File: config.mk
export PLATFORM = sky130hd
export DESIGN_NAME = ps2_button_mapper
export DESIGN_NICKNAME = d
export VERILOG_FILES = /design/src/rtl/ps2_map_pkg.sv /design/src/rtl/ps2_map_table.sv /design/src/rtl/ps2_button_mapper.sv
export SDC_FILE = /design/constraint.sdc
export NUM_CORES = 1
export LEC_CHECK = 0
export ABC_AREA = 1
export BUFFER_PORTS_ARGS = -buffer_cell sky130_fd_sc_hd__buf_2
export CORE_MARGIN = 2
export CORE_UTILIZATION = 50
export CTS_BUF_LIST = sky130_fd_sc_hd__clkbuf_4 sky130_fd_sc_hd__clkbuf_8
export DETAILED_ROUTE_END_ITERATION = 10
export HOLD_SLACK_MARGIN = 0.02
export PLACE_DENSITY_LB_ADDON = 0.1
export SETUP_SLACK_MARGIN = 0.3
export SLEW_MARGIN = 20
export SYNTH_ARGS = -nofsm -noshare
export SYNTH_HDL_FRONTEND = slang
export SYNTH_SLANG_ARGS = --single-unit
File: constraint.sdc
create_clock -name clk_sys -period 22.7 [get_ports clk_sys]
set_input_delay 1.135 -clock clk_sys [delete_from_list [all_inputs] [get_ports clk_sys]]
set_output_delay 1.135 -clock clk_sys [all_outputs]
set_load 0.01 [all_outputs]
File: src/rtl/ps2_map_pkg.sv
// Shared types for the PS/2 keyboard-to-button mapper.
//   map_entry_t  : one key map entry {valid, ext, code, btn_idx}
//   ps2_event_t  : a captured key event {pressed, ext, code}
//   state_t      : scan FSM states
//   TOGGLE/PRESSED/EXT : bit positions inside the 11-bit ps2_key word
package ps2_map_pkg;

  localparam int unsigned TOGGLE  = 10;
  localparam int unsigned PRESSED = 9;
  localparam int unsigned EXT     = 8;

  // Wide enough for the largest supported button count (64).
  localparam int unsigned IDX_W = 6;

  typedef struct packed {
    logic             valid;
    logic             ext;
    logic [7:0]       code;
    logic [IDX_W-1:0] btn_idx;
  } map_entry_t;

  typedef struct packed {
    logic       pressed;
    logic       ext;
    logic [7:0] code;
  } ps2_event_t;

  typedef enum logic {
    IDLE,
    SCAN
  } state_t;

endpackage

File: src/rtl/ps2_map_table.sv
// Key map register file: MAP_DEPTH entries, one synchronous write port and
// one combinational read port driven by the scan FSM.
//   clk_sys, reset : clock, async active-high reset (all entries invalid)
//   wr, wr_addr, wr_entry : write strobe, index, entry
//   rd_addr, rd_entry     : combinational read
module ps2_map_table
  import ps2_map_pkg::*;
#(
  parameter int unsigned MAP_DEPTH = 32,
  localparam int unsigned AW = $clog2(MAP_DEPTH)
) (
  input  logic          clk_sys,
  input  logic          reset,
  input  logic          wr,
  input  logic [AW-1:0] wr_addr,
  input  map_entry_t    wr_entry,
  input  logic [AW-1:0] rd_addr,
  output map_entry_t    rd_entry
);

  map_entry_t entries [MAP_DEPTH];

  always_ff @(posedge clk_sys or posedge reset) begin
    if (reset) begin
      entries <= '{default: '0};
    end else if (wr) begin
      entries[wr_addr] <= wr_entry;
    end
  end

  assign rd_entry = entries[rd_addr];

endmodule

File: src/rtl/ps2_button_mapper.sv
// Programmable PS/2 key to arcade button mapper.
//   clk_sys  : system clock          reset    : async active-high reset
//   ps2_key  : {toggle, pressed, ext, code[7:0]} from hps_io
//   map_wr/map_addr/map_data : key map load port {valid, ext, code, btn_idx}
//   af_en    : per-button autofire enable
//   clear    : synchronous release of all buttons, drops pending/in-flight work
//   btn      : registered button outputs
//   busy     : a map scan is in progress
//   overflow : sticky, an event was dropped because pending was full
// Each event is applied by walking every map entry once; matches bump a
// saturating 2-bit reference count per button so shared buttons survive a
// partial release.
module ps2_button_mapper
  import ps2_map_pkg::*;
#(
  parameter int unsigned         NUM_BTN    = 32,
  parameter int unsigned         MAP_DEPTH  = 32,
  parameter int unsigned         PULSE_LEN  = 4000,
  parameter logic [NUM_BTN-1:0]  PULSE_MASK = '0,
  parameter int unsigned         AF_PERIOD  = 1000000,
  localparam int unsigned AW  = $clog2(MAP_DEPTH),
  localparam int unsigned BW  = $clog2(NUM_BTN),
  localparam int unsigned PW  = (PULSE_LEN > 2) ? $clog2(PULSE_LEN) : 1,
  localparam int unsigned AFW = (AF_PERIOD > 1) ? $clog2(AF_PERIOD) : 1
) (
  input  logic               clk_sys,
  input  logic               reset,
  input  logic [10:0]        ps2_key,
  input  logic               map_wr,
  input  logic [AW-1:0]      map_addr,
  input  logic [BW+9:0]      map_data,
  input  logic [NUM_BTN-1:0] af_en,
  input  logic               clear,
  output logic [NUM_BTN-1:0] btn,
  output logic               busy,
  output logic               overflow
);

  // Event capture. tog_init suppresses the compare on the first clock after
  // reset so whatever level ps2_key[10] sits at is not taken as an event.
  logic       tog_q, tog_init, new_ev, consume;
  logic       pend_valid;
  ps2_event_t pend_q, ev_q;

  assign new_ev = tog_init && (ps2_key[TOGGLE] != tog_q);

  always_ff @(posedge clk_sys or posedge reset) begin
    if (reset) begin
      tog_q      <= 1'b0;
      tog_init   <= 1'b0;
      pend_valid <= 1'b0;
      pend_q     <= '0;
      overflow   <= 1'b0;
    end else begin
      tog_q    <= ps2_key[TOGGLE];
      tog_init <= 1'b1;
      if (clear) begin
        pend_valid <= 1'b0;
        overflow   <= 1'b0;
      end else if (new_ev) begin
        // A slot freed by this cycle's consume is reusable immediately.
        if (!pend_valid || consume) begin
          pend_valid <= 1'b1;
          pend_q     <= '{pressed: ps2_key[PRESSED], ext: ps2_key[EXT],
                          code: ps2_key[7:0]};
        end else begin
          overflow <= 1'b1;
        end
      end else if (consume) begin
        pend_valid <= 1'b0;
      end
    end
  end

  // Scan FSM
  state_t        state_q, state_d;
  logic [AW-1:0] idx_q, idx_d;

  always_ff @(posedge clk_sys or posedge reset) begin
    if (reset) begin
      state_q <= IDLE;
      idx_q   <= '0;
      ev_q    <= '0;
    end else begin
      state_q <= state_d;
      idx_q   <= idx_d;
      if (consume) ev_q <= pend_q;
    end
  end

  always_comb begin
    state_d = state_q;
    idx_d   = idx_q;
    consume = 1'b0;
    case (state_q)
      IDLE: begin
        if (pend_valid) begin
          consume = 1'b1;
          state_d = SCAN;
          idx_d   = '0;
        end
      end
      SCAN: begin
        if (idx_q == AW'(MAP_DEPTH - 1)) state_d = IDLE;
        else                             idx_d   = idx_q + AW'(1);
      end
      default: state_d = IDLE;
    endcase
    if (clear) begin
      state_d = IDLE;
      consume = 1'b0;
    end
  end

  assign busy = (state_q == SCAN);

  // Map table and match
  map_entry_t wr_entry, rd_entry;
  logic       hit;

  assign wr_entry = '{valid: map_data[BW+9], ext: map_data[BW+8],
                      code: map_data[BW+7 -: 8],
                      btn_idx: IDX_W'(map_data[BW-1:0])};

  ps2_map_table #(.MAP_DEPTH(MAP_DEPTH)) u_table (
    .clk_sys  (clk_sys),
    .reset    (reset),
    .wr       (map_wr),
    .wr_addr  (map_addr),
    .wr_entry (wr_entry),
    .rd_addr  (idx_q),
    .rd_entry (rd_entry)
  );

  assign hit = busy && rd_entry.valid && (rd_entry.ext == ev_q.ext) &&
               (rd_entry.code == ev_q.code);

  // Saturating reference counts
  logic [1:0]         refcnt [NUM_BTN];
  logic [NUM_BTN-1:0] held, stretched;

  always_ff @(posedge clk_sys or posedge reset) begin
    if (reset) begin
      refcnt <= '{default: '0};
    end else if (clear) begin
      refcnt <= '{default: '0};
    end else begin
      for (int unsigned i = 0; i < NUM_BTN; i++) begin
        if (hit && rd_entry.btn_idx == IDX_W'(i)) begin
          if (ev_q.pressed) begin
            if (refcnt[i] != 2'd3) refcnt[i] <= refcnt[i] + 2'd1;
          end else begin
            if (refcnt[i] != 2'd0) refcnt[i] <= refcnt[i] - 2'd1;
          end
        end
      end
    end
  end

  always_comb begin
    held = '0;
    for (int unsigned i = 0; i < NUM_BTN; i++) held[i] = (refcnt[i] != 2'd0);
  end

  // Pulse stretching, only instantiated for masked buttons
  for (genvar g = 0; g < NUM_BTN; g++) begin : g_btn
    if (PULSE_MASK[g]) begin : g_pulse
      logic [PW-1:0] pcnt;
      logic          held_d;
      always_ff @(posedge clk_sys or posedge reset) begin
        if (reset) begin
          pcnt   <= '0;
          held_d <= 1'b0;
        end else if (clear) begin
          pcnt   <= '0;
          held_d <= 1'b0;
        end else begin
          held_d <= held[g];
          if (held[g] && !held_d)  pcnt <= PW'(PULSE_LEN - 1);
          else if (pcnt != '0)     pcnt <= pcnt - PW'(1);
        end
      end
      assign stretched[g] = held[g] | (pcnt != '0);
    end else begin : g_plain
      assign stretched[g] = held[g];
    end
  end

  // Autofire phase, shared by all buttons
  logic [AFW-1:0] af_cnt;
  logic           af_phase;

  always_ff @(posedge clk_sys or posedge reset) begin
    if (reset) begin
      af_cnt   <= '0;
      af_phase <= 1'b1;
    end else if (af_cnt == AFW'(AF_PERIOD - 1)) begin
      af_cnt   <= '0;
      af_phase <= ~af_phase;
    end else begin
      af_cnt <= af_cnt + AFW'(1);
    end
  end

  always_ff @(posedge clk_sys or posedge reset) begin
    if (reset)      btn <= '0;
    else if (clear) btn <= '0;
    else            btn <= stretched & (~af_en | {NUM_BTN{af_phase}});
  end

endmodule

* Word-level counts from Yosys, hierarchy flattened
Cells that the tools add are included.
Widths: inputs -> output; s select.
** Storage, ports and cells
- Logic and storage cells :: 683
- Input bits :: 67
- Flip-flop bits (word level) :: 659
- Output and inout bits :: 34
** Operators by class
- Bitwise operators :: 8
- Reductions and logical operators :: 174
- Magnitude comparators :: 3
- Equality and inequality tests :: 104
- $add $sub $neg :: 66
- Mux-type cells :: 153
** Operators by type and width (number)
- $bwmux 512 :: 1
- $mux 2 :: 128
- $reduce_bool 2->1 :: 65
- $ne 3x2->1 const B :: 33
- $reduce_and 3->1 :: 33
- $reduce_bool 3->1 :: 33
- $eq 6x5->1 const B :: 16
- $bmux 16 s5 :: 1
- $demux 16 s5 :: 1
- $ne 2x2->1 const B :: 35
- $add 2x1->2 const B :: 32
- $mux 64 :: 1
- $sub 2x1->2 const B :: 32
- $eq 6x4->1 const B :: 8
- $mux 16 :: 3
- $logic_and 1x1->1 :: 37
- $and 32x32->32 :: 1
- $mux 32 :: 1
- $not 32->32 :: 1
- $or 32x32->32 :: 1
- $eq 6x3->1 const B :: 4
- $add 20x1->20 const B :: 1
- $eq 20x20->1 const B :: 1
- $mux 20 :: 1
- other kinds (19) :: 38

* Logic depth before layout (Yosys ltp)
Gate-level depths: netlist of the first run.
- Depth after elaboration :: 10
- Depth in mapped cells :: 21
- Depth with buffers taken out :: 18

* Modules after synthesis
A second synthesis of the first run with hierarchy kept.
** Second synthesis, totals
- Cells, all modules :: 4087
- Area total of the unflattened synthesis :: 31711.7 µm²
** Modules (own cells, without submodules)
- ps2_map_table :: cells each 2964, times used 1, area each 23219.8 µm², seq. area each 12812.3 µm²
- ps2_button_mapper :: cells each 1123, times used 1, area each 8491.9 µm², seq. area each 3679.8 µm²

* Worst setup path before layout of the first run
OpenSTA, ideal clock, no wires.
- Kind :: input to register
- From :: input port clear
- To :: register refcnt[40] (netlist name)
- Path buffers :: 2
- Cell stages on the path :: 9
- Setup time :: 0.117 ns
- Slack :: 20.202 ns
- Data required time :: 22.583 ns
- Arrival time :: 2.381 ns
- Cell sequence :: clkbuf_1 > clkinv_1 > nand2_1 > clkbuf_1 > nor2_1 > a31oi_1 > nand2_1 > nand2_1 > nand2_1
** On the way
- Cells in the longest elaborated chain, start to end :: 2
- Elaborated cells on any way between the ends :: 5
- Those cells by class :: eq/ne: 1; mux: 1; reduce/logical: 3
** Ends and longest elaborated chain
- start, declared :: RTL line ps2_button_mapper.sv:33 : input logic clear,
- $ne 3x2->1 (no line), or another cell as far along
- $reduce_and 3->1 (no line)
- end signal, assigned :: RTL line ps2_button_mapper.sv:144 : refcnt <= '{default: '0};
- end signal, assigned :: RTL line ps2_button_mapper.sv:146 : refcnt <= '{default: '0};
- end, declared :: RTL line ps2_button_mapper.sv:139 : logic [1:0] refcnt [NUM_BTN];
Parallel ways exist; a longest one is shown, timed or not.
A chain may end at the register's enable or synchronous reset.

* Worst setup path after layout of the first run
- From :: register idx_q[0]
- To :: register refcnt[44] (netlist name)
** On the way
- Cells in the longest elaborated chain, start to end :: 10
- Elaborated cells on any way between the ends :: 13
- Those cells by class :: eq/ne: 3; mux: 3; bitwise: 1; reduce/logical: 6
** Ends and longest elaborated chain
- start, declared :: RTL line ps2_button_mapper.sv:77 : logic [AW-1:0] idx_q, idx_d;
- start signal, assigned :: RTL line ps2_button_mapper.sv:86 : idx_q <= idx_d;
- $not 5->6 (not written as such) (*) :: RTL line ps2_map_table.sv:31 : assign rd_entry = entries[rd_addr];
- $bmux 16 s5 (*) :: RTL line ps2_map_table.sv:31
- $mux 16 (not written as such) (*) (2 in a row) :: RTL line ps2_map_table.sv:31
- parallel branches: the longest is 3 deep, another holds $eq 8x8->1
- $logic_and 1x1->1 (*) :: RTL line ps2_button_mapper.sv:149 : if (hit && rd_entry.btn_idx == IDX_W'(i)) begin
- $reduce_bool 2->1 (no line) (*)
- $reduce_and 3->1 (no line) (*)
Mark *: on every way between the ends. The select of a mux whose other input is x is not followed.

==> flow_metrics.py, run 1 <==
metrics = {
    "final_layout": {
        "multi_input_area_um2": 12700,
        "final_layout_size_suffix_gt1_share_pct": 10.2,
        "layout.cells.non_filler": 4863,
        "fillerInstances": 5952,
        "syn_to_final_growth_pct": 9.18,
        "seqCellArea_um2": 15700,
        "final_net_count": 4055,
    },
    "placement": {
        "routabilityCongestion": 0.843,
        "port-buffer-count": 100,
        "post-place-ws_ps": 18020,
        "dpl.hpwl_um": 50700,
        "dp_cells": 4666,
    },
    "floorplanning": {
        "die_w_um": 253,
        "rows": 91,
        "start_util_pct": 50.4,
        "dieHeight_um": 253,
        "core_um2": 61500,
        "dieArea_um2": 63900,
        "io_pins": 101,
    },
    "clock_tree": {
        "clock_tree.buffer_depth": 3,
        "clock_sinks": 627,
        "cts_tree": "done",
        "holdBufCountCts": 0,
        "clk_transition_reported_paths_ps": 60,
        "cts_resized": 0,
        "cts_root_buffer": "clkbuf_8",
        "cts_buffers": 106,
        "post_cts.repair.setup_buffers": 0,
        "h-tree-depth": 3,
        "clk_latency_ps": 740,
    },
    "timing": {
        "fin_skew_ps": 35.6,
        "rsz0062_at_grt": "no",
        "setup_tns_ps": 0,
        "relSlewSlack_pct": 22.7,
        "timing.final.crit_share_pct": 21.2,
        "slew_viol_final": 0,
        "finalSetupViolCount": 0,
        "hold_viol": 0,
        "worst_slack_ps": 17880,
        "period_needed_ps": 4820,
        "fmax_mhz": 208,
        "worstMarginPinSlew_ps": 1160,
    },
    "synthesis": {
        "synth-seq-area-share_pct": 50.7,
        "syn_inst": 4035,
        "async_flop_share_pct": 100,
        "ys_ff_latch": 627,
        "syn-num-nets": 4105,
        "avgSynthCellArea_um2": 7.67,
        "synth-edff-count": 0,
        "synth.distinct_cells": 37,
        "ys.flop_type": "dfrtp_1",
        "ys_warn_count": 0,
        "netlist_area_um2": 31000,
    },
    "setup_path": {
        "endpoint_kind": "register",
        "startpoint_type": "register",
        "cp_data_required_time_ps": 23320,
        "path_cells": "buf_12 > buf_4 > nand2_1 > nand2_1 > nand2_1 > o21ai_1 > nand2_1 > nand3_1 > nand3_1 > a21oi_1 > nand3_1 > nor2_4 > nand4_1 > nand2_1 > nand2_1 > nand2_1 > nand2_1",
        "cp_max_fo": 179,
        "cp.arrival_ps": 5430,
        "max_stage_delay_ps": 790,
        "reg2reg_depth": 17,
        "crit_slowest_cell": "dfrtp_4",
        "setup.worst_path.class": "reg -> reg",
        "critPathMostFrequentCell": "nand2_1",
    },
    "grt": {
        "grt_first_pass_wirelength_um": 140000,
        "grtUsageTotal_pct": 27.7,
        "antenna_found_initial": 2,
        "grt_pass1_vias": 25000,
        "grt_max_degree": 180,
        "grt-ovfl-total": 0,
    },
    "power_and_ir_drop": {
        "vdd_ir_drop_max_uv": 71.4,
        "power.density_nw_per_um2": 111,
        "p_leak_nw": 16.6,
    },
    "run_status": {
        "status": "finished clean",
    },
    "route": {
        "via_per_inst": 5.44,
        "drt-pass1-iter-count": 6,
        "drc": 0,
        "drt_iter0_drc": 2325,
        "ant_nets": 0,
        "vias": 26400,
        "wl_per_cell_um": 17.9,
        "wl_um": 87000,
    },
    "worst_hold_path": {
        "hold_class": "reg -> reg",
        "hold_depth": 1,
    },
    "run": {
        "drv_cap": 0,
    },
}
through the flow:
step | hold slack, ps | utilization (%) | cell area, µm² | power (mW)
6_report | 468 | 55.0 | 33800 | 3.75
5_1_grt | 492 | 55.0 | 33800 | 4.00
4_1_cts | 472 | 54.9 | 33700 | 3.76
3_5_place_dp | 454 | 51.0 | 31400 | 2.62
3_3_place_gp | 457 | 51.0 | 31400 | 2.60
2_1_floorplan | 433 | - | 31000 | 2.35
cell families (layout without fill, tap and decap cells):
kind of cell | count (synthesis) | count (layout) | share of synthesized area (%)
other cells | 1 | 3 | 0.0121
simple gates | 2006 | 2006 | 26.7
compound gates | 779 | 779 | 13.6
xor+xnor | 5 | 5 | 0.141
buf+inv | 604 | 640 | 8.40
flops | 627 | 627 | 50.7
mux | 10 | 10 | 0.364
fa+ha+maj | 3 | 3 | 0.121
registers in the layout, indices dropped and copies added, names as in the netlist:
signal,flops
af_phase,1
overflow,1
busy,1
btn,32
af_cnt,20
idx_q,5
pend_q,10
tog_init,1
ev_q,10
pend_valid,1
u_table.entries,480
tog_q,1
refcnt,64
final timing paths:
check | from | slack, ps | end
min reg2reg | af_cnt[0]$_DFF_PP0_ | 470 | af_cnt[0]$_DFF_PP0_
min in group asynchronous | reset | 580 | u_table.entries[131]$_DFFE_PP0P_
max | idx_q[0]$_DFFE_PP0P_ | 17880 | refcnt[44]$_DFFE_PP0P_
min | af_cnt[0]$_DFF_PP0_ | 470 | af_cnt[0]$_DFF_PP0_
max in group asynchronous | reset | 19130 | ev_q[8]$_DFFE_PP0P_
max reg2reg | idx_q[0]$_DFFE_PP0P_ | 17880 | refcnt[44]$_DFFE_PP0P_
report_power, final:
group          internal, mW  switching [mW]  leakage (nW)
sequential             1.35           0.147          8.07
clock                 0.653           0.482          1.27
combinational         0.351           0.764          7.28
total                  2.36            1.39          16.6
worst max-delay path: cells and delay by family, from the launching register on:
| kind | cells | cell delay [ps] |
|---|---|---|
| simple gates | 13 | 2120 |
| buf+inv | 2 | 1220 |
| flops | 1 | 790 |
| compound gates | 2 | 260 |
metal layers:
layer	global-route usage, %	up-vias	part of all wire [%]
met5	0	-	0
met4	10.5	0	3.5
met2	43.8	708	45
met1	39.0	12600	46
met3	3.71	172	5.1
li1	-	12900	-
synth_stat cells (13+ instances only):
| cell | n | share of area (%) |
|---|---|---|
| dfrtp_1 | 626 | 51 |
| o21ai_0 | 569 | 9.2 |
| buf_1 | 13 | 0.16 |
| clkbuf_1 | 188 | 2.3 |
| o211ai_1 | 45 | 1.1 |
| a211oi_1 | 32 | 0.78 |
| or2_1 | 15 | 0.30 |
| buf_4 | 22 | 0.53 |
| nand3_1 | 355 | 5.7 |
| or2_2 | 21 | 0.42 |
| a31oi_1 | 33 | 0.67 |
| nor2_1 | 280 | 3.4 |
| nand4_1 | 36 | 0.73 |
| buf_2 | 44 | 0.71 |
| o21ai_1 | 37 | 0.60 |
| nand2_1 | 1261 | 15 |
| nor3_1 | 15 | 0.24 |
| inv_1 | 304 | 3.7 |
| a21oi_1 | 49 | 0.79 |
| buf_6 | 26 | 0.95 |
area by class of cell:
cell class	count	share of cell area (%)
Multi-Input combinational cell	2804	37.6
Inverter	311	3.51
Antenna cell	2	0.0148
Clock inverter	24	0.899
Tap cell	790	2.92
Sequential cell	627	46.4
Clock buffer	170	6.18
Timing Repair Buffer	135	2.40
placed cells by master, fill, tap and decap left out, types with 37 or more instances in the layout:
cell	instances
nor2_1	280
buf_2	100
nand2_1	1252
o211ai_1	45
o21ai_1	37
inv_1	299
o21ai_0	569
clkbuf_4	40
clkbuf_8	130
a21oi_1	49
nand3_1	355
dfrtp_1	621
(Power assumes the default switching activity.)
==> run 2: changes to the inputs <==
clock period = 4.35 ns   (was 22.7 ns; I/O delays follow)
==> run 2 against run 1 <==
Hold slack worse by 350 ps. Combinational power grew to 5.4 times the previous value. Maximum frequency is 37% higher. Worst setup slack worse by 17000 ps. Via count is 0.90% higher. Clock power grew to 5.0 times the previous value.
==> flow_metrics.py, run 2 (synthesis results as in run 1) <==
metrics = {
    "run_status": {
        "status": "finished clean",
    },
    "final_layout": {
        "syn_to_final_growth_pct": 12.2,
        "top_register": "u_table.entries",
        "largest_reg_flops": 480,
        "final_util_pct": 56.5,
        "final_net_count": 4155,
        "mostFrequentLayoutCells": "nand2_1 (1253), dfrtp_1 (622), o21ai_0 (569)",
        "largestRegisters": "u_table.entries: 480 flops, refcnt: 64 flops, btn: 32 flops",
        "final_common_cell": "nand2_1",
        "layout.cells.non_filler": 4963,
        "final_layout_size_suffix_gt1_share_pct": 10.8,
    },
    "clock_tree": {
        "cts_buffers": 108,
        "cts_tree": "done",
        "clock_sinks": 627,
        "cts_root_buffer": "clkbuf_8",
        "holdBufCountCts": 59,
        "h-tree-depth": 3,
        "clk_transition_reported_paths_ps": 60,
        "cts_resized": 0,
        "post_cts.repair.setup_buffers": 0,
        "clk_latency_ps": 720,
        "clock_tree.buffer_depth": 3,
    },
    "timing": {
        "setup_tns_ps": 0,
        "slew_viol_final": 0,
        "fmax_mhz": 284,
        "holdWs_ps": 117,
        "hold_viol": 0,
        "finalSetupViolCount": 0,
        "fin_skew_ps": 17.5,
        "relSlewSlack_pct": 26.1,
        "timing.final.crit_share_pct": 81.0,
        "rsz0062_at_grt": "no",
        "worst_slack_ps": 825,
        "period_needed_ps": 3530,
        "worstMarginPinSlew_ps": 1110,
    },
    "setup_path": {
        "crit_slowest_cell": "inv_2",
        "setup.worst_path.class": "reg -> reg",
        "endpoint_kind": "register",
        "cp_max_fo": 32,
        "path_delay_family": "simple AND/OR/NAND/NOR gates",
        "max_stage_delay_ps": 610,
        "startpoint_type": "register",
        "path_cells": "inv_2 > buf_4 > nand3_1 > nand3_1 > nand3_1 > nand3_1 > nand2_1 > inv_1 > nand2_1 > nor2_4 > buf_4 > nand4_1 > nand2_1 > nand2_1 > nand2_1 > nand2_1",
        "critPathMostFrequentCell": "nand2_1",
        "crit_buf_inv": 4,
        "cp.arrival_ps": 4130,
        "cp_data_required_time_ps": 4950,
    },
    "floorplanning": {
        "die_w_um": 253,
        "dieHeight_um": 253,
        "rows": 91,
        "core_um2": 61500,
        "io_pins": 101,
        "start_util_pct": 50.4,
        "dieArea_um2": 63900,
    },
    "power_and_ir_drop": {
        "seqPwrFrac_pct": 39.9,
        "swShare_pct": 37.2,
        "power.share.clock_pct": 29.3,
        "p_int_mw": 12.3,
        "p_switching_mw": 7.27,
        "vdd_ir_drop_max_uv": 300,
        "p_leak_nw": 17.1,
        "power.density_nw_per_um2": 563,
        "combinationalPowerShare_pct": 30.8,
    },
    "route": {
        "wl_per_cell_um": 17.7,
        "via_per_inst": 5.37,
        "wl_um": 87900,
        "drt-pass1-iter-count": 5,
        "drc": 0,
        "vias": 26700,
        "drt_iter0_drc": 2452,
        "ant_nets": 0,
    },
    "placement": {
        "routabilityCongestion": 0.867,
        "port-buffer-count": 100,
        "dp_cells": 4706,
        "dpl.hpwl_um": 53700,
        "post-place-ws_ps": 904,
    },
    "worst_hold_path": {
        "hold_class": "in -> reg",
    },
    "grt": {
        "grt-ovfl-total": 0,
        "antenna_found_initial": 1,
        "grt_pass1_vias": 25600,
        "grtUsageTotal_pct": 28.2,
        "grt_first_pass_wirelength_um": 142000,
        "grt_max_degree": 165,
    },
    "run": {
        "drv_cap": 0,
    },
}
run 2: worst register-to-register path, stage by stage (launching register included):
cell and delay (ps):
dfrtp_2 590, inv_2 620, buf_4 330, nand3_1 100, nand3_1 210, nand3_1 150
nand3_1 200, nand2_1 70, inv_1 50, nand2_1 80, nor2_4 100, buf_4 380
nand4_1 190, nand2_1 140, nand2_1 80, nand2_1 70, nand2_1 50
run 2: worst paths after layout:
path,start,to,slack (ps),cells after the start
worst max-delay path,idx_q[2]$_DFFE_PP0P_,refcnt[46]$_DFFE_PP0P_,820,16
worst min-delay path,map_addr[4],u_table.entries[260]$_DFFE_PP0P_,120,5
worst max register to register,idx_q[2]$_DFFE_PP0P_,refcnt[46]$_DFFE_PP0P_,820,16
worst min register to register,af_cnt[0]$_DFF_PP0_,af_cnt[0]$_DFF_PP0_,470,1
max in group asynchronous,reset,ev_q[9]$_DFFE_PP0P_,2810,4
min in group asynchronous,reset,u_table.entries[179]$_DFFE_PP0P_,140,3
run 2: power groups by stage:
stage / logic, mW / clock network (mW) / registers, mW
after floorplan: 4.57 / 0 / 7.71
after global placement: 5.90 / 0 / 7.86
after CTS: 6.01 / 5.86 / 7.79
final: 6.02 / 5.73 / 7.81
after global routing: 6.88 / 6.12 / 7.96
after detailed placement: 5.96 / 0 / 7.86
run 2: layout make-up:
type                    instances  area (µm²)
diodes                          1        2.50
flip-flops and latches        627       15700
inverters                     311        1180
repair buffers                233        1810
well taps                     790         988
multi-input cells            2804       12700
clock buffers                 177        2190
clock inverters                20         153
fillers                      5858       26800
run 2: routing by layer:
layer | routed length [µm] | vias up | share of wire, % | GRT usage (%)
met2 | 39800 | 713 | 45 | 44.4
met4 | 2860 | 0 | 3.3 | 9.86
li1 | - | 13200 | - | -
met3 | 4470 | 151 | 5.1 | 4.13
met1 | 40800 | 12700 | 46 | 40.0
met5 | 0 | - | 0 | 0
run 2: stage by stage:
step	total power [mW]	cell area, µm²
after CTS	19.7	34700
final	19.6	34700
after global routing	21.0	34700
after global placement	13.8	31800
after detailed placement	13.8	31800
after floorplan	12.3	31000
